===== src/rtl/iic_mon_pkg.sv =====
// Shared state encoding and default sizing for the passive I2C bus monitor.
package iic_mon_pkg;

  typedef enum logic [1:0] {
    IDLE = 2'd0,
    ADDR = 2'd1,
    DATA = 2'd2,
    ACK  = 2'd3
  } iic_state_e;

  localparam int BIT_CNT_W          = 4;
  localparam int TIMEOUT_CYCLES_DEF = 3125000;
  localparam int TO_W_DEF           = 22;

endpackage


===== src/rtl/iic_edge_det.sv =====
// One-line sampler: registers the line and flags rise/fall against that register.
module iic_edge_det (
  input  logic clk,
  input  logic rst_n,
  input  logic line_i,
  output logic rise_o,
  output logic fall_o
);

  logic line_q;
  logic line_d;

  always_comb begin
    line_d = line_i;
  end

  // Resets high so an idle bus produces no edge after reset release.
  always_ff @(posedge clk or negedge rst_n) begin
    if (!rst_n) begin
      line_q <= 1'b1;
    end else begin
      line_q <= line_d;
    end
  end

  assign rise_o = line_i & ~line_q;
  assign fall_o = ~line_i & line_q;

endmodule


===== src/rtl/iic_bus_monitor.sv =====
// Passive I2C monitor: START/STOP decode, byte/ACK strobes, busy and framing flags.
// Optional SCL-stuck-low timeout is built when IIC_MON_TIMEOUT_EN is defined.
module iic_bus_monitor
  import iic_mon_pkg::*;
#(
  parameter int TIMEOUT_CYCLES = TIMEOUT_CYCLES_DEF,
  parameter int TO_W           = TO_W_DEF,
  parameter int CNT_W          = 8
) (
  input  logic             Sysclk,
  input  logic             Rst_n,
  input  logic             Scl_clean,
  input  logic             Sda_clean,
  output logic             Start_det,
  output logic             Stop_det,
  output logic             Bus_busy,
  output logic             Byte_valid,
  output logic [7:0]       Byte_data,
  output logic             Byte_is_addr,
  output logic             Ack_valid,
  output logic             Ack,
  output logic [CNT_W-1:0] Byte_cnt,
  output logic             Frame_err,
  output logic             Timeout
);

  localparam int LN_SCL = 0;
  localparam int LN_SDA = 1;

  logic [1:0] lines_in;
  logic [1:0] line_rise;
  logic [1:0] line_fall;

  assign lines_in = {Sda_clean, Scl_clean};

  genvar gi;
  generate
    for (gi = 0; gi < 2; gi++) begin : g_edge
      iic_edge_det u_edge (
        .clk    (Sysclk),
        .rst_n  (Rst_n),
        .line_i (lines_in[gi]),
        .rise_o (line_rise[gi]),
        .fall_o (line_fall[gi])
      );
    end
  endgenerate

  logic scl_rise, scl_fall, scl_steady_hi;
  logic start_cond, stop_cond;

  assign scl_rise      = line_rise[LN_SCL];
  assign scl_fall      = line_fall[LN_SCL];
  // SDA edges only count as START/STOP when SCL was high in both samples.
  assign scl_steady_hi = Scl_clean & ~scl_rise;
  assign start_cond    = line_fall[LN_SDA] & scl_steady_hi;
  assign stop_cond     = line_rise[LN_SDA] & scl_steady_hi;

  iic_state_e           state_q, state_d;
  logic [BIT_CNT_W-1:0] bit_cnt_q, bit_cnt_d;
  logic                 bit_pend_q, bit_pend_d;
  logic [6:0]           shift_q, shift_d;
  logic                 start_det_q, start_det_d;
  logic                 stop_det_q, stop_det_d;
  logic                 bus_busy_q, bus_busy_d;
  logic                 byte_valid_q, byte_valid_d;
  logic [7:0]           byte_data_q, byte_data_d;
  logic                 byte_is_addr_q, byte_is_addr_d;
  logic                 ack_valid_q, ack_valid_d;
  logic                 ack_q, ack_d;
  logic [CNT_W-1:0]     byte_cnt_q, byte_cnt_d;
  logic                 frame_err_q, frame_err_d;
  logic                 timeout_q, timeout_d;
  logic                 timeout_hit;

`ifdef IIC_MON_TIMEOUT_EN
  localparam logic [TO_W-1:0] TO_LAST = TO_W'(TIMEOUT_CYCLES - 1);

  logic [TO_W-1:0] to_cnt_q, to_cnt_d;

  // Holds at TO_LAST after firing; busy is gone so it cannot fire again.
  always_comb begin
    to_cnt_d    = to_cnt_q;
    timeout_hit = 1'b0;
    if (Scl_clean) begin
      to_cnt_d = '0;
    end else if (bus_busy_q) begin
      if (to_cnt_q == TO_LAST) begin
        timeout_hit = 1'b1;
      end else begin
        to_cnt_d = to_cnt_q + TO_W'(1);
      end
    end
  end

  always_ff @(posedge Sysclk or negedge Rst_n) begin
    if (!Rst_n) begin
      to_cnt_q <= '0;
    end else begin
      to_cnt_q <= to_cnt_d;
    end
  end
`else
  // No timeout logic; the parameters are still referenced so both builds share one interface.
  assign timeout_hit = 1'b0 & (TO_W > 0) & (TIMEOUT_CYCLES > 0);
`endif

  // A bit is counted once its SCL high period ends, so the rise that precedes
  // a STOP or repeated START is not mistaken for a partial byte.
  always_comb begin
    state_d        = state_q;
    bit_cnt_d      = bit_cnt_q;
    bit_pend_d     = bit_pend_q;
    shift_d        = shift_q;
    start_det_d    = 1'b0;
    stop_det_d     = 1'b0;
    bus_busy_d     = bus_busy_q;
    byte_valid_d   = 1'b0;
    byte_data_d    = byte_data_q;
    byte_is_addr_d = byte_is_addr_q;
    ack_valid_d    = 1'b0;
    ack_d          = ack_q;
    byte_cnt_d     = byte_cnt_q;
    frame_err_d    = 1'b0;
    timeout_d      = timeout_hit;

    if (start_cond) begin
      start_det_d = 1'b1;
      frame_err_d = (bit_cnt_q != '0);
      state_d     = ADDR;
      bit_cnt_d   = '0;
      bit_pend_d  = 1'b0;
      shift_d     = '0;
      byte_cnt_d  = '0;
      bus_busy_d  = 1'b1;
    end else if (stop_cond) begin
      stop_det_d  = 1'b1;
      frame_err_d = (bit_cnt_q != '0);
      state_d     = IDLE;
      bit_cnt_d   = '0;
      bit_pend_d  = 1'b0;
      bus_busy_d  = 1'b0;
    end else if (timeout_hit) begin
      state_d    = IDLE;
      bit_cnt_d  = '0;
      bit_pend_d = 1'b0;
      bus_busy_d = 1'b0;
    end else begin
      case (state_q)
        ADDR, DATA: begin
          if (scl_rise) begin
            shift_d = {shift_q[5:0], Sda_clean};
            if (bit_cnt_q == BIT_CNT_W'(7)) begin
              byte_valid_d   = 1'b1;
              byte_data_d    = {shift_q, Sda_clean};
              byte_is_addr_d = (state_q == ADDR);
              if (byte_cnt_q != {CNT_W{1'b1}}) begin
                byte_cnt_d = byte_cnt_q + CNT_W'(1);
              end
              state_d    = ACK;
              bit_cnt_d  = BIT_CNT_W'(8);
              bit_pend_d = 1'b0;
            end else begin
              bit_pend_d = 1'b1;
            end
          end else if (scl_fall && bit_pend_q) begin
            bit_cnt_d  = bit_cnt_q + BIT_CNT_W'(1);
            bit_pend_d = 1'b0;
          end
        end
        ACK: begin
          if (scl_rise) begin
            ack_valid_d = 1'b1;
            ack_d       = ~Sda_clean;
            state_d     = DATA;
            bit_cnt_d   = '0;
            bit_pend_d  = 1'b0;
          end
        end
        default: begin
        end
      endcase
    end
  end

  always_ff @(posedge Sysclk or negedge Rst_n) begin
    if (!Rst_n) begin
      state_q        <= IDLE;
      bit_cnt_q      <= '0;
      bit_pend_q     <= 1'b0;
      shift_q        <= '0;
      start_det_q    <= 1'b0;
      stop_det_q     <= 1'b0;
      bus_busy_q     <= 1'b0;
      byte_valid_q   <= 1'b0;
      byte_data_q    <= '0;
      byte_is_addr_q <= 1'b0;
      ack_valid_q    <= 1'b0;
      ack_q          <= 1'b0;
      byte_cnt_q     <= '0;
      frame_err_q    <= 1'b0;
      timeout_q      <= 1'b0;
    end else begin
      state_q        <= state_d;
      bit_cnt_q      <= bit_cnt_d;
      bit_pend_q     <= bit_pend_d;
      shift_q        <= shift_d;
      start_det_q    <= start_det_d;
      stop_det_q     <= stop_det_d;
      bus_busy_q     <= bus_busy_d;
      byte_valid_q   <= byte_valid_d;
      byte_data_q    <= byte_data_d;
      byte_is_addr_q <= byte_is_addr_d;
      ack_valid_q    <= ack_valid_d;
      ack_q          <= ack_d;
      byte_cnt_q     <= byte_cnt_d;
      frame_err_q    <= frame_err_d;
      timeout_q      <= timeout_d;
    end
  end

  assign Start_det    = start_det_q;
  assign Stop_det     = stop_det_q;
  assign Bus_busy     = bus_busy_q;
  assign Byte_valid   = byte_valid_q;
  assign Byte_data    = byte_data_q;
  assign Byte_is_addr = byte_is_addr_q;
  assign Ack_valid    = ack_valid_q;
  assign Ack          = ack_q;
  assign Byte_cnt     = byte_cnt_q;
  assign Frame_err    = frame_err_q;
  assign Timeout      = timeout_q;

endmodule

===== config.mk =====
export PLATFORM = sky130hd
export DESIGN_NAME = iic_bus_monitor
export DESIGN_NICKNAME = d
export VERILOG_FILES = /design/src/rtl/iic_mon_pkg.sv /design/src/rtl/iic_edge_det.sv /design/src/rtl/iic_bus_monitor.sv
export SDC_FILE = /design/constraint.sdc
export NUM_CORES = 1
export LEC_CHECK = 0
export ABC_CLOCK_PERIOD_IN_PS = 5050
export BUFFER_PORTS_ARGS = -buffer_cell sky130_fd_sc_hd__buf_4
export CAP_MARGIN = 20
export CORE_MARGIN = 5
export CORE_UTILIZATION = 55
export DETAILED_ROUTE_END_ITERATION = 6
export PLACE_DENSITY = 0.84
export SETUP_SLACK_MARGIN = 0.3
export SLEW_MARGIN = 20
export SYNTH_ARGS = -nofsm -noshare
export SYNTH_HDL_FRONTEND = slang
export SYNTH_SLANG_ARGS = --single-unit

===== constraint.sdc =====
create_clock -name Sysclk -period 5.05 [get_ports Sysclk]
set_clock_uncertainty 0.2 [all_clocks]
set_input_delay 1.01 -clock Sysclk [delete_from_list [all_inputs] [get_ports Sysclk]]
set_output_delay 1.01 -clock Sysclk [all_outputs]
set_load 0.02 [all_outputs]

Word level (Yosys, flattened, before mapping)

Index checks and enable logic that the tools add are counted.

Bitwise gates (word level): 14
Eq/ne operators: 11
Mux-type cells: 46
$add $sub $neg: 2
Multipliers: 0
Reductions and logical operators: 16
Shift-type cells: 0
Divide/modulo/power cells: 0
$lt $le $gt $ge: 0

Operators with widths:

| operator                                             | number |
|---|---|
| 2-to-1 mux 8 bit                                     | 6 |
| 2-to-1 mux 7 bit                                     | 4 |
| 2-to-1 mux 4 bit                                     | 6 |
| 2-to-1 mux 1 bit                                     | 22 |
| inequality test 4 bit (second input constant)        | 3 |
| AND reduction 4 bit                                  | 3 |
| 2-to-1 mux 2 bit                                     | 5 |
| inequality test 5 bit (second input constant)        | 2 |
| AND reduction 5 bit                                  | 2 |
| nonzero test 2 bit                                   | 5 |
| adder 8 x 1 -> 8 bit (second input constant)         | 1 |
| inequality test 8 bit (second input constant)        | 1 |
| one-hot mux 4 bit (2 select lines)                   | 1 |
| nonzero test 4 bit                                   | 2 |
| bitwise AND 1 bit                                    | 7 |
| NOT 1 bit                                            | 7 |
| AND reduction 3 bit                                  | 2 |
| adder 4 x 1 -> 4 bit (second input constant)         | 1 |
| equality test 2 bit (second input constant)          | 2 |
| equality test 4 x 3 -> 1 bit (second input constant) | 1 |
| one-hot mux 2 bit (2 select lines)                   | 1 |
| equality test 2 x 1 -> 1 bit (second input constant) | 1 |
| inequality test 2 bit (second input constant)        | 1 |
| one-hot mux 1 bit (2 select lines)                   | 1 |
| other kinds (2)                                      | 2 |

RAM bits: 0
Bits in registers: 40
Memories kept: 0
Memory bits (read-only): 0
Bits in latches: 0
Input port bits: 4
Logic and storage cells: 105
Output and inout bits: 25

Depth between registers and ports, before layout

Gate-level depths: netlist of the first run.

Depth in word-level cells: 8
Gate-level depth with buffers: 8
Gate-level depth less buffers: 7

Modules after synthesis

A second synthesis of the first run with hierarchy kept.

Cells, all modules: 181
Area, all modules: 1931.9 um^2

Modules (own cells, without submodules):

| module          | area each (um^2) | instances | cells each | sequential area each (um^2) |
|---|---|---|---|---|
| iic_bus_monitor | 1849.3           | 1         | 175        | 950.9 |
| iic_edge_det    | 41.3             | 2         | 3          | 26.3 |

Least setup slack after synthesis of the first run

No wires, ideal clock.

Kind: input -> register
Start: input Scl_clean
End: register byte_data_q[0], in the netlist Byte_data[0]
Arrival: 1923 ps
Data required time: 4725 ps
Cell stages on the path: 4
Slack: 2802 ps
Library setup time: 125 ps
Path buffers: 1
Cell sequence: and3b_1 > and2_2 > buf_2 > mux2_2

Longest elaborated chain between the ends: 6
Elaborated cells between the ends (all ways): 8
Those cells by class: bitwise: 7; reduce/logical: 1

Ends and longest elaborated chain:

| item                                        | line                                         | text |
|---|---|---|
| start: declaration                          | iic_bus_monitor.sv:12                        | `input logic Scl_clean,` |
| bitwise AND 1 bit                           | iic_edge_det.sv:26                           | `assign rise_o = line_i & ~line_q;` |
| NOT 1 bit                                   | iic_bus_monitor.sv:55                        | `assign scl_steady_hi = Scl_clean & ~scl_rise;` |
| bitwise AND 1 bit                           | iic_bus_monitor.sv:55                        |  |
| bitwise AND 1 bit, on equally long branches | iic_bus_monitor.sv:57, iic_bus_monitor.sv:56 |  |
| NOT 1 bit (no source line)                  | n/a                                          |  |
| AND reduction 5 bit (no source line) (*)    | n/a                                          |  |
| end signal: assignment                      | iic_bus_monitor.sv:212                       | `byte_data_q <= byte_data_d;` |
| end: declaration                            | iic_bus_monitor.sv:67                        | `logic [7:0] byte_data_q, byte_data_d;` |

Every way passes the cells marked *; elsewhere a longest branch is shown, timed or not.
A chain may end at the register's enable or synchronous reset.

Final worst setup path of the first run

Start: input Scl_clean
End: register byte_cnt_q[6], in the netlist Byte_cnt[6]

Longest elaborated chain between the ends: 6
Elaborated cells between the ends (all ways): 12
Those cells by class: eq/ne: 1; mux: 1; bitwise: 5; reduce/logical: 5

Ends and longest elaborated chain:

| item                                                                                | line                                         | text |
|---|---|---|
| bitwise AND 1 bit                                                                   | iic_edge_det.sv:26                           |  |
| NOT 1 bit                                                                           | iic_bus_monitor.sv:55                        |  |
| bitwise AND 1 bit                                                                   | iic_bus_monitor.sv:55                        |  |
| bitwise AND 1 bit, on equally long branches                                         | iic_bus_monitor.sv:56, iic_bus_monitor.sv:57 |  |
| inequality test 2 bit (no source line) / nonzero test 2 bit (equally long branches) | n/a                                          |  |
| AND reduction 5 bit (no source line)                                                | n/a                                          |  |
| end signal: assignment                                                              | iic_bus_monitor.sv:216                       | `byte_cnt_q <= byte_cnt_d;` |
| end: declaration                                                                    | iic_bus_monitor.sv:71                        | `logic [CNT_W-1:0] byte_cnt_q, byte_cnt_d;` |

Several ways; a longest one is shown, not always the timed one.

==> results.tsv, run 1 <==
stage	metric	value	unit
outcome	outcome	finished clean	
grt	antenna violations before repair	0	
yosys	post-synthesis async set-or-reset flop share	100.0	%
placed_design	PortBufs	27	
timing	Final WS setup	2441	ps
yosys	Yosys warnings	0	
detailed_routing	post-DR vias/cell	5.515	
setup_path	Largest stage delay, worst path	480	ps
grt	vias in the first global route	1264	
die	Die H	67.38	um
yosys	post-synthesis average cell area	11.91	um2
cells_and_area	Area Growth Syn to Fin	18.24	%
setup_path	critical setup path kind	in2reg	
yosys	distinct cell type count after synthesis	44	
cells_and_area	Final Cell Area	2141	um2
run	MaxCap Viol Count	0	
yosys	area of the mapped netlist	1810	um2
detailed_routing	antenna-violating nets left	0	
detailed_routing	Post-route DRC	0	
grt	Tot GR Track Use	17.36	%
detailed_routing	Detailed Route WL	3.377	mm
clock_tree	CTS H-Tree Depth	2	
yosys	synthesized net count	162	
die	Core Region	3103	um2
setup_path	Worst setup SP type	input pin	
yosys	dominant synthesized flop cell	dfrtp_1	
yosys	top post-synthesis cells by area	dfrtp_1 53%, mux2_2 5.6%, ha_1 4.1%	
detailed_routing	DRT iter0 DRCs	98	
die	num rows	20	
yosys	Post-Synthesis Cells	152	
cells_and_area	Layout Cells excl Fill	227	
setup_path	Req. time, crit path	5130	ps
detailed_routing	average wire per standard cell	14.88	um
timing	clock period minus worst slack	2609	ps
clock_tree	CTS tree	done	
setup_path	crit end category	flip-flop	
detailed_routing	DR vias	1252	
setup_path	r2r worst-path depth	7	
pwr	Design Power	0.8929	mW
placed_design	GP Congestion	0.9543	
cells_and_area	fraction of layout instances using a drive strength above 1	32.79	%
placed_design	post-placement cell area	2046	um2
clock_tree	post-CTS resize count	0	
placed_design	post-DP HPWL	2.493	mm
die	IO Count	29	
die	Initial Utilization	58.35	%
cells_and_area	layout net count	192	
yosys	area leader, netlist	dfrtp_1	
grt	largest net degree at the start of global routing	41	
yosys	#FFs+latches synth	40	
clock_tree	CTS Buf Count	5	
worst_hold_path	Hold Path Cell Cnt	2	
clock_tree	clock sinks	40	
timing	Relative slew margins	54.74	%
die	Die ar.	4539	um2
timing	Max Fclk	383.3	MHz
pwr	Peak supply drop	245.4	uV
cells_and_area	Final Util	68.99	%
cells_and_area	fillers	257	
clock_tree	hold_buf cts	0	
placed_design	pre-CTS setup slack	1886	ps
pwr	Power Dens Cells	417.1	nW/um2
timing	actual slew at the worst max-slew pin	676.0	ps
timing	Fin. Hold Viols	0	
placed_design	Cells after DPL	219	
detailed_routing	drt first pass iters	4	
die	die extent in x	67.38	um
yosys	Synth top cells by count	38 x dfrtp_1, 12 x nor2_1, 9 x mux2_2, 9 x nand2_1	
setup_path	CP max stage cell	and3b_1	
timing	Period Utilization, post-route	51.67	%
grt	first-pass GRT wire length	5.733	mm
clock_tree	Setup Fix Bufs, Post-CTS	0	
setup_path	worst path arrival time	2690	ps
yosys	post-synthesis sequential area ratio	55.43	%
timing	Final setup viols	0	
grt	total gr overflow	0	
timing	Sum Neg Setup Slack	0	ps
yosys	Post-synth EDFFs	0	
clock_tree	Root Driver	clkbuf_4	
timing	Slew Limit Fails	0	
setup_path	Max FO, Critical Path	13	
clock_tree	clock buffer depth	2	
timing	hold slack	305.4	ps
clock_tree	worst-skew pair later-pin latency	360	ps
yosys	share of the synthesized area in the top cell type	52.52	%
pwr	P_leak	1.072	nW
worst_hold_path	Hold Path Class	reg2reg	
yosys	cell with the most instances after synthesis	dfrtp_1	
setup_path	crit path cell chain	buf_4 > and3b_1 > and2_2 > o211ai_4 > or3_1 > a21oi_1	
timing	RSZ-0062 raised after global routing	no	
clock_tree	clock-pin slew on the worst setup and hold paths	110	ps
cells_and_area	# diodes	0	
## cell families after synthesis
family,after synthesis,synth area share [%]
compound gates,33,14.72
mux,11,6.704
fa+ha+maj,6,4.146
flops,40,55.42
buf+inv,12,2.903
simple gates,43,12.58
xor+xnor,6,3.317
other cells,1,0.2071
## state kept, by name, indices dropped and copies added (netlist names)
signal and cells:
bit_pend_q 1, bit_cnt_q 4, Byte_data 8, Stop_det 1, g_edge.u_edge.line_q 2, Byte_is_addr 1, Ack_valid 1, Ack 1
state_q 2, Start_det 1, Byte_cnt 8, Byte_valid 1, Bus_busy 1, Frame_err 1, shift_q 7
## where the power goes
| group | switching, mW | internal [mW] |
|---|---|---|
| Combinational | 0.139 | 0.112 |
| Clock | 0.105 | 0.119 |
| Sequential | 0.0430 | 0.375 |
## cells in the final DEF, fill, tap and decap left out, types with 2 or more instances in the layout
| master | instances |
|---|---|
| a21oi_1 | 6 |
| mux2_2 | 9 |
| inv_1 | 8 |
| ha_1 | 6 |
| o21ai_0 | 8 |
| nand2_1 | 9 |
| buf_4 | 27 |
| nor2_1 | 12 |
| nor3_1 | 5 |
| nand3_1 | 3 |
| xnor2_1 | 4 |
| mux2i_1 | 2 |
| a22o_1 | 6 |
| dfrtp_1 | 38 |
| clkbuf_4 | 5 |
| dfstp_2 | 2 |
| or3_1 | 2 |
## layout make-up
| cell class | instances | area [um2] | area share (%) |
|---|---|---|---|
| Clock inverter | 2 | 38.79 | 1.812 |
| Timing Repair Buffer | 27 | 202.7 | 9.468 |
| Inverter | 8 | 30.03 | 1.403 |
| Multi-Input combinational cell | 100 | 759.5 | 35.48 |
| Sequential cell | 40 | 1003 | 46.87 |
| Tap cell | 44 | 55.05 | 2.572 |
| Clock buffer | 6 | 51.30 | 2.396 |
## worst max-delay path: cells and delay by family
kind,cells,cell delay (ps)
compound gates,2,310
simple gates,3,1250
buf+inv,1,110
## routing by layer
metal,share of wire [%],vias up,track usage [%]
met5,0,-,0
met4,1.4,0,6.582
met3,5.8,6,6.822
met2,49,31,27.36
met1,44,621,21.52
li1,-,594,-
## final timing paths
path	start	endpoint	slack [ps]
hold reg to reg	bit_pend_q$_DFFE_PN0P_	bit_pend_q$_DFFE_PN0P_	310
hold / removal	bit_pend_q$_DFFE_PN0P_	bit_pend_q$_DFFE_PN0P_	310
setup reg to reg	state_q[0]$_DFFE_PN0P_	Byte_cnt[6]$_DFFE_PN0P_	2460
max in group asynchronous	Rst_n	g_edge[1].u_edge.line_q$_DFF_PN1_	3900
min in group asynchronous	Rst_n	Byte_cnt[6]$_DFFE_PN0P_	400
setup / recovery	Scl_clean	Byte_cnt[6]$_DFFE_PN0P_	2440
Note: power is estimated with default switching activity, not from simulation.
==> run 2: changes to the inputs <==
- ABC_CLOCK_PERIOD_IN_PS: 5050 -> 2480
- clock period: 5.05 -> 2.48 ns (I/O delays scaled with it)
==> run 2 against run 1 <==
Effect of this change:
- via count increased by 1.7%
- clock-buffer cell count unchanged
- combinational power increased by 100%
- largest cell class unchanged
==> results.tsv, run 2 (same netlist as run 1, synthesis figures left out) <==
stage	metric	value	unit	change
setup_path	reg-to-reg slack, setup	420	ps	was 2460 ps
placed_design	pre-CTS setup slack	338.7	ps	was 1886 ps
die	Initial Utilization	58.35	%	unchanged
clock_tree	clock sinks	40		unchanged
detailed_routing	DR vias	1273		was 1252
detailed_routing	antenna-violating nets left	0		unchanged
setup_path	Worst setup SP type	flip-flop		was input pin
timing	Relative slew margins	65.36	%	was 54.74%
clock_tree	worst-skew pair later-pin latency	360	ps	about the same
grt	total gr overflow	0		unchanged
timing	Period Utilization, post-route	83.05	%	
worst_hold_path	WHS Endpoint	g_edge[1].u_edge.line_q$_DFF_PN1_		was bit_pend_q$_DFFE_PN0P_
pwr	Peak supply drop	540.4	uV	was 245.4 uV
cells_and_area	# diodes	0		unchanged
placed_design	PortBufs	27		unchanged
timing	actual slew at the worst max-slew pin	518.5	ps	was 676.0 ps
die	num rows	20		unchanged
die	Core Region	3103	um2	unchanged
die	Die H	67.38	um	unchanged
timing	Final WS setup	420.4	ps	was 2441 ps
setup_path	reg-to-reg startpoint	state_q[0]$_DFFE_PN0P_		unchanged
placed_design	Cells after DPL	221		was 219
grt	vias in the first global route	1299		was 1264
timing	Final setup viols	0		unchanged
detailed_routing	average wire per standard cell	15.70	um	was 14.88 um
die	Die ar.	4539	um2	unchanged
placed_design	post-DP HPWL	2.574	mm	was 2.493 mm
timing	clock period minus worst slack	2060	ps	
grt	antenna violations before repair	0		unchanged
detailed_routing	drt first pass iters	4		unchanged
pwr	P_leak	1.078	nW	was 1.072 nW
timing	Slew Limit Fails	0		unchanged
die	IO Count	29		unchanged
die	die extent in x	67.38	um	unchanged
setup_path	worst path arrival time	2150	ps	was 2690 ps
worst_hold_path	Hold Path Class	in2reg		was reg2reg
clock_tree	clock-pin slew on the worst setup and hold paths	120	ps	was 110 ps
setup_path	reg2reg end	Byte_cnt[4]$_DFFE_PN0P_		was Byte_cnt[6]$_DFFE_PN0P_
worst_hold_path	hold_sp	Sda_clean		was bit_pend_q$_DFFE_PN0P_
detailed_routing	Detailed Route WL	3.612	mm	was 3.377 mm
worst_hold_path	Hold Path Cell Cnt	1		was 2
detailed_routing	post-DR vias/cell	5.535		was 5.515
pwr	Power Dens Cells	833.0	nW/um2	was 417.1 nW/um2
cells_and_area	Final Cell Area	2186	um2	was 2141 um2
detailed_routing	Post-route DRC	0		unchanged
timing	Fin. Hold Viols	0		unchanged
timing	Sum Neg Setup Slack	0	ps	unchanged
outcome	outcome	finished clean		unchanged
setup_path	Max FO, Critical Path	11		was 13
setup_path	crit end category	flip-flop		unchanged
grt	Tot GR Track Use	18.08	%	was 17.36%
clock_tree	Root Driver	clkbuf_4		unchanged
cells_and_area	commonest non-fill, non-tap cell in the layout	dfrtp_1		unchanged
timing	Max Fclk	485.5	MHz	
cells_and_area	fraction of layout instances using a drive strength above 1	34.41	%	was 32.79%
timing	RSZ-0062 raised after global routing	no		unchanged
grt	first-pass GRT wire length	5.982	mm	was 5.733 mm
clock_tree	clock buffer depth	2		unchanged
cells_and_area	commonest cells after routing, fill and taps aside	38 x dfrtp_1, 29 x buf_4, 12 x nor2_1		was 38 x dfrtp_1, 27 x buf_4, 12 x nor2_1
placed_design	GP Congestion	0.8465		was 0.9543
cells_and_area	layout net count	195		was 192
detailed_routing	DRT iter0 DRCs	86		was 98
placed_design	post-placement cell area	2061	um2	was 2046 um2
cells_and_area	Layout Cells excl Fill	230		was 227
grt	largest net degree at the start of global routing	41		unchanged
clock_tree	Setup Fix Bufs, Post-CTS	0		unchanged
run	MaxCap Viol Count	0		unchanged
setup_path	Req. time, crit path	2570	ps	was 5130 ps
cells_and_area	Area Growth Syn to Fin	20.73	%	was 18.24%
clock_tree	CTS H-Tree Depth	2		unchanged
clock_tree	CTS Buf Count	5		unchanged
clock_tree	CTS tree	done		unchanged
setup_path	critical setup path kind	reg2reg		was in2reg
setup_path	r2r worst-path depth	7		unchanged
run 2: worst max-delay path by stage:
stage | from | end | slack, ps | depth (start not counted)
after floorplan | state_q[0]$_DFFE_PN0P_ | Byte_data[0]$_DFFE_PN0P_ | 560 | 6
after global placement | state_q[0]$_DFFE_PN0P_ | Byte_cnt[4]$_DFFE_PN0P_ | 450 | 7
after detailed placement | state_q[0]$_DFFE_PN0P_ | Byte_cnt[6]$_DFFE_PN0P_ | 340 | 7
after CTS | state_q[0]$_DFFE_PN0P_ | Byte_cnt[7]$_DFFE_PN0P_ | 320 | 8
after global routing | state_q[0]$_DFFE_PN0P_ | Byte_cnt[6]$_DFFE_PN0P_ | 310 | 7
final | state_q[0]$_DFFE_PN0P_ | Byte_cnt[4]$_DFFE_PN0P_ | 420 | 7
run 2: worst max-delay path, stage by stage (launching register included):
cell      delay (ps)
dfrtp_1          400
inv_1             70
ha_1             300
and3b_1          190
and2_4           250
o211ai_4         120
or3_1            320
a21oi_1          140
run 2: routing by layer:
layer | up-vias | part of all wire, % | global-route usage, %
met5 | - | 0 | 0
met4 | 0 | 2.2 | 9.114
met3 | 8 | 4.2 | 4.160
met2 | 23 | 50 | 30.55
met1 | 643 | 43 | 21.51
li1 | 599 | - | -
run 2: timing repair:
action,4_1_cts,5_1_grt
hold endpoints to repair,38,0
setup endpoints to repair,2,3
gates resized for setup,1,4
hold buffers,1,0
pin swaps,0,0
run 2: through the flow:
stage	hold slack [ps]	util (%)	total power, mW
5_1_grt	50.47	70.44	1.934
4_1_cts	65.91	69.68	1.832
6_report	77.45	70.44	1.821
3_3_place_gp	267.7	66.41	1.343
3_5_place_dp	267.1	66.41	1.375
2_1_floorplan	0.4090	-	1.225
run 2: cell type report:
cell class | count | area, um2
inverters | 8 | 30.03
flip-flops and latches | 40 | 1003
fillers | 250 | 917.1
multi-input cells | 100 | 779.5
clock buffers | 6 | 51.30
repair buffers | 30 | 227.7
clock inverters | 2 | 38.79
well taps | 44 | 55.05
run 2: power breakdown:
group          internal, mW  total, mW  switching [mW]
logic                 0.233      0.514           0.280
clock network         0.241      0.456           0.214
registers             0.763      0.851          0.0878
==> run 3: changes to the inputs <==
- ABC_AREA: not set -> 1
- ABC_CLOCK_PERIOD_IN_PS: 2480 -> 1660
- CORE_UTILIZATION: 55 -> 51
- PLACE_DENSITY: 0.84 -> 0.81
- clock period: 2.48 -> 1.66 ns (I/O delays scaled with it)
==> run 3 against run 2 <==
Effect of this change:
- the flow now finishes with violations (setup timing)
- clock power grew 81%
- worst setup slack worse by 510 ps
- first-iteration DRC count up 51%
- critical path type unchanged
- critical endpoint is now state_q[0]$_DFFE_PN0P_
- largest power group is now combinational logic
==> results.tsv, run 3 <==
stage	metric	value	unit	change
outcome	outcome	finished with violations		was finished clean
outcome	failing checks	setup timing		
setup_path	reg-to-reg slack, setup	-90	ps	was 420 ps
timing	Final WS setup	-90.13	ps	was 420.4 ps
clock_tree	clock-pin slew on the worst setup and hold paths	90	ps	was 120 ps
die	die extent in x	73.72	um	was 67.38 um
setup_path	crit end category	flip-flop		unchanged
setup_path	reg-to-reg startpoint	state_q[1]$_DFFE_PN0P_		was state_q[0]$_DFFE_PN0P_
placed_design	Cells after DPL	325		was 221
yosys	post-synthesis average cell area	9.003	um2	was 11.91 um2
setup_path	CP max stage cell	dfrtp_1		unchanged
cells_and_area	fraction of layout instances using a drive strength above 1	55.70	%	was 34.41%
setup_path	Req. time, crit path	1650	ps	was 2570 ps
yosys	Post-Synthesis Cells	230		was 152
detailed_routing	DRT iter0 DRCs	130		was 86
clock_tree	CTS H-Tree Depth	2		unchanged
pwr	Peak supply drop	1068	uV	was 540.4 uV
clock_tree	CTS tree	done		unchanged
die	Die H	73.72	um	was 67.38 um
setup_path	Critical Path Sink	state_q[0]$_DFFE_PN0P_		was Byte_cnt[4]$_DFFE_PN0P_
yosys	area of the mapped netlist	2071	um2	was 1810 um2
die	IO Count	29		unchanged
grt	total gr overflow	0		unchanged
setup_path	Max FO, Critical Path	3		was 11
detailed_routing	Post-route DRC	0		unchanged
yosys	share of the synthesized area in the top cell type	45.92	%	was 52.52%
cells_and_area	Layout Cells excl Fill	366		was 230
yosys	Post-synth EDFFs	0		unchanged
clock_tree	Root Driver	clkbuf_8		was clkbuf_4
yosys	Yosys warnings	0		unchanged
cells_and_area	Area Growth Syn to Fin	55.23	%	was 20.73%
grt	Tot GR Track Use	21.59	%	was 18.08%
timing	Period Utilization, post-route	105.4	%	was 83.05%
setup_path	critical setup path kind	reg2reg		unchanged
setup_path	Crit path max-delay family	simple AND/OR/NAND/NOR gates		unchanged
timing	Max Fclk	571.4	MHz	was 485.5 MHz
pwr	Power Dens Cells	1346	nW/um2	was 833.0 nW/um2
placed_design	PortBufs	27		unchanged
setup_path	r2r worst-path depth	8		was 7
yosys	distinct cell type count after synthesis	30		was 44
cells_and_area	commonest non-fill, non-tap cell in the layout	buf_4		was dfrtp_1
cells_and_area	# diodes	0		unchanged
timing	Final setup viols	29		was 0
detailed_routing	antenna-violating nets left	0		unchanged
grt	vias in the first global route	1947		was 1299
clock_tree	worst-skew pair later-pin latency	300	ps	was 360 ps
cells_and_area	layout net count	325		was 195
detailed_routing	drt first pass iters	4		unchanged
die	num rows	23		was 20
yosys	dominant synthesized flop cell	dfrtp_1		unchanged
setup_path	reg2reg end	state_q[0]$_DFFE_PN0P_		was Byte_cnt[4]$_DFFE_PN0P_
yosys	synthesized net count	240		was 162
setup_path	Largest stage delay, worst path	390	ps	was 400 ps
yosys	post-synthesis async set-or-reset flop share	100.0	%	unchanged
yosys	Synth top cells by count	60 x nand2_1, 38 x dfrtp_1, 28 x inv_1		was 38 x dfrtp_1, 12 x nor2_1, 9 x mux2_2, 9 x nand2_1
timing	Slew Limit Fails	0		unchanged
die	Core Region	3971	um2	was 3103 um2
setup_path	worst path arrival time	1740	ps	was 2150 ps
timing	RSZ-0062 raised after global routing	yes		was no
timing	clock period minus worst slack	1750	ps	was 2060 ps
yosys	post-synthesis sequential area ratio	48.46	%	was 55.43%
cells_and_area	fillers	221		was 250
cells_and_area	commonest cells after routing, fill and taps aside	43 x buf_4, 42 x nand2_1, 34 x buf_6		was 38 x dfrtp_1, 29 x buf_4, 12 x nor2_1
yosys	cell with the most instances after synthesis	nand2_1		was dfrtp_1
yosys	#FFs+latches synth	40		unchanged
clock_tree	CTS Buf Count	5		unchanged
detailed_routing	Detailed Route WL	5.614	mm	was 3.612 mm
timing	Fin. Hold Viols	0		unchanged
setup_path	Crit. Startpoint	state_q[1]$_DFFE_PN0P_		was state_q[0]$_DFFE_PN0P_
clock_tree	clock sinks	40		unchanged
detailed_routing	DR vias	1926		was 1273
setup_path	Worst setup SP type	flip-flop		unchanged
yosys	area leader, netlist	dfrtp_1		unchanged
die	Die ar.	5435	um2	was 4539 um2
setup_path	crit path cell chain	inv_2 > ha_4 > inv_4 > nor2_1 > nand2_2 > buf_4 > nand4_1 > nand2_1		was inv_1 > ha_1 > and3b_1 > and2_4 > o211ai_4 > or3_1 > a21oi_1
placed_design	GP Congestion	0.8773		was 0.8465
setup_path	Crit path depth	8		was 7
timing	Relative slew margins	66.64	%	was 65.36%
detailed_routing	average wire per standard cell	15.34	um	was 15.70 um
pwr	P_leak	1.565	nW	was 1.078 nW
timing	hold slack	124.5	ps	was 77.45 ps
detailed_routing	post-DR vias/cell	5.262		was 5.535
worst_hold_path	Hold Path Class	in2reg		unchanged
grt	first-pass GRT wire length	8.928	mm	was 5.982 mm
clock_tree	clock buffer depth	2		unchanged
run	MaxCap Viol Count	0		unchanged
timing	actual slew at the worst max-slew pin	500.3	ps	was 518.5 ps
setup_path	CP bufs+invs	3		was 1
yosys	top post-synthesis cells by area	dfrtp_1 46%, nand2_1 11%, o21ai_2 6.3%		was dfrtp_1 53%, mux2_2 5.6%, ha_1 4.1%
die	Initial Utilization	52.14	%	was 58.35%
placed_design	post-DP HPWL	3.048	mm	was 2.574 mm
grt	antenna violations before repair	0		unchanged
grt	largest net degree at the start of global routing	41		unchanged
## run 3: cell count changes after synthesis, moves of 9 or more
cell     previous run  this run
o21ai_2             0        15
nand3_1             3        18
inv_1               8        28
mux2_2              9         0
nand2_1             9        60
## run 3: report_power, final
part | switching, mW | internal, mW
clock | 0.372 | 0.453
combinational | 1.23 | 0.955
sequential | 0.132 | 1.18
## run 3: logic make-up (layout without fill, tap and decap cells)
logic type	count (synthesis)	in the layout	share of synthesized area [%]
flip-flops	40	40	48.46
buffers and inverters	37	121	7.976
AO/OA/AOI/OAI	31	33	11.90
other	1	1	0.1811
adder cells (fa/ha/maj)	6	6	3.625
AND/OR/NAND/NOR	115	115	27.85
## run 3: final cells by class
cell class	count	area (um2)	area share, %
Timing Repair Buffer	80	735.7	22.89
Clock buffer	5	68.82	2.141
Tap cell	50	62.56	1.946
Sequential cell	40	1010	31.41
Clock inverter	3	47.55	1.479
Inverter	33	151.4	4.710
Multi-Input combinational cell	155	1139	35.42
## run 3: per-layer routing
metal	track usage (%)	wire length, um	part of all wire [%]
met1	25.37	2190	39
met2	37.80	2884	51
met3	5.198	307	5.5
met4	8.048	232	4.1
met5	0	0	0
## run 3: repair_timing
item	in CTS	in global routing
setup buffers	15	13
hold endpoints to repair	40	0
resized for setup	67	25
endpoints found under the setup margin	55	59
cloned	2	0
hold buffers	3	0
pin swaps	11	7
## run 3: worst min path at each step
stage | startpoint | endpoint | cells past startpoint
5_1_grt | Sda_clean | Ack$_DFFE_PN0P_ | 3
3_3_place_gp | Rst_n | state_q[0]$_DFFE_PN0P_ | 1
3_5_place_dp | Rst_n | Ack$_DFFE_PN0P_ | 1
2_1_floorplan | Rst_n | Ack$_DFFE_PN0P_ | 0
6_report | Sda_clean | Ack$_DFFE_PN0P_ | 3
4_1_cts | Sda_clean | Ack$_DFFE_PN0P_ | 3
## run 3: per-stage QoR
stage | worst slack, ps | power, mW | util, % | setup TNS (ps) | instance area [um2]
2_1_floorplan | -9.171 | 2.319 | - | -10.15 | 2132
3_3_place_gp | -61.41 | 2.750 | 63.48 | -1012 | 2521
3_5_place_dp | -124.6 | 2.818 | 63.48 | -1774 | 2521
4_1_cts | -64.94 | 4.056 | 76.43 | -385.6 | 3035
5_1_grt | -181.7 | 4.571 | 80.94 | -3688 | 3214
6_report | -90.13 | 4.328 | 80.94 | -1291 | 3214
## run 3: worst reg2reg max path: stages, from the launching register on
cell	delay (ps)
dfrtp_1	390
inv_2	70
ha_4	280
inv_4	50
nor2_1	200
nand2_2	120
buf_4	160
nand4_1	120
nand2_1	70
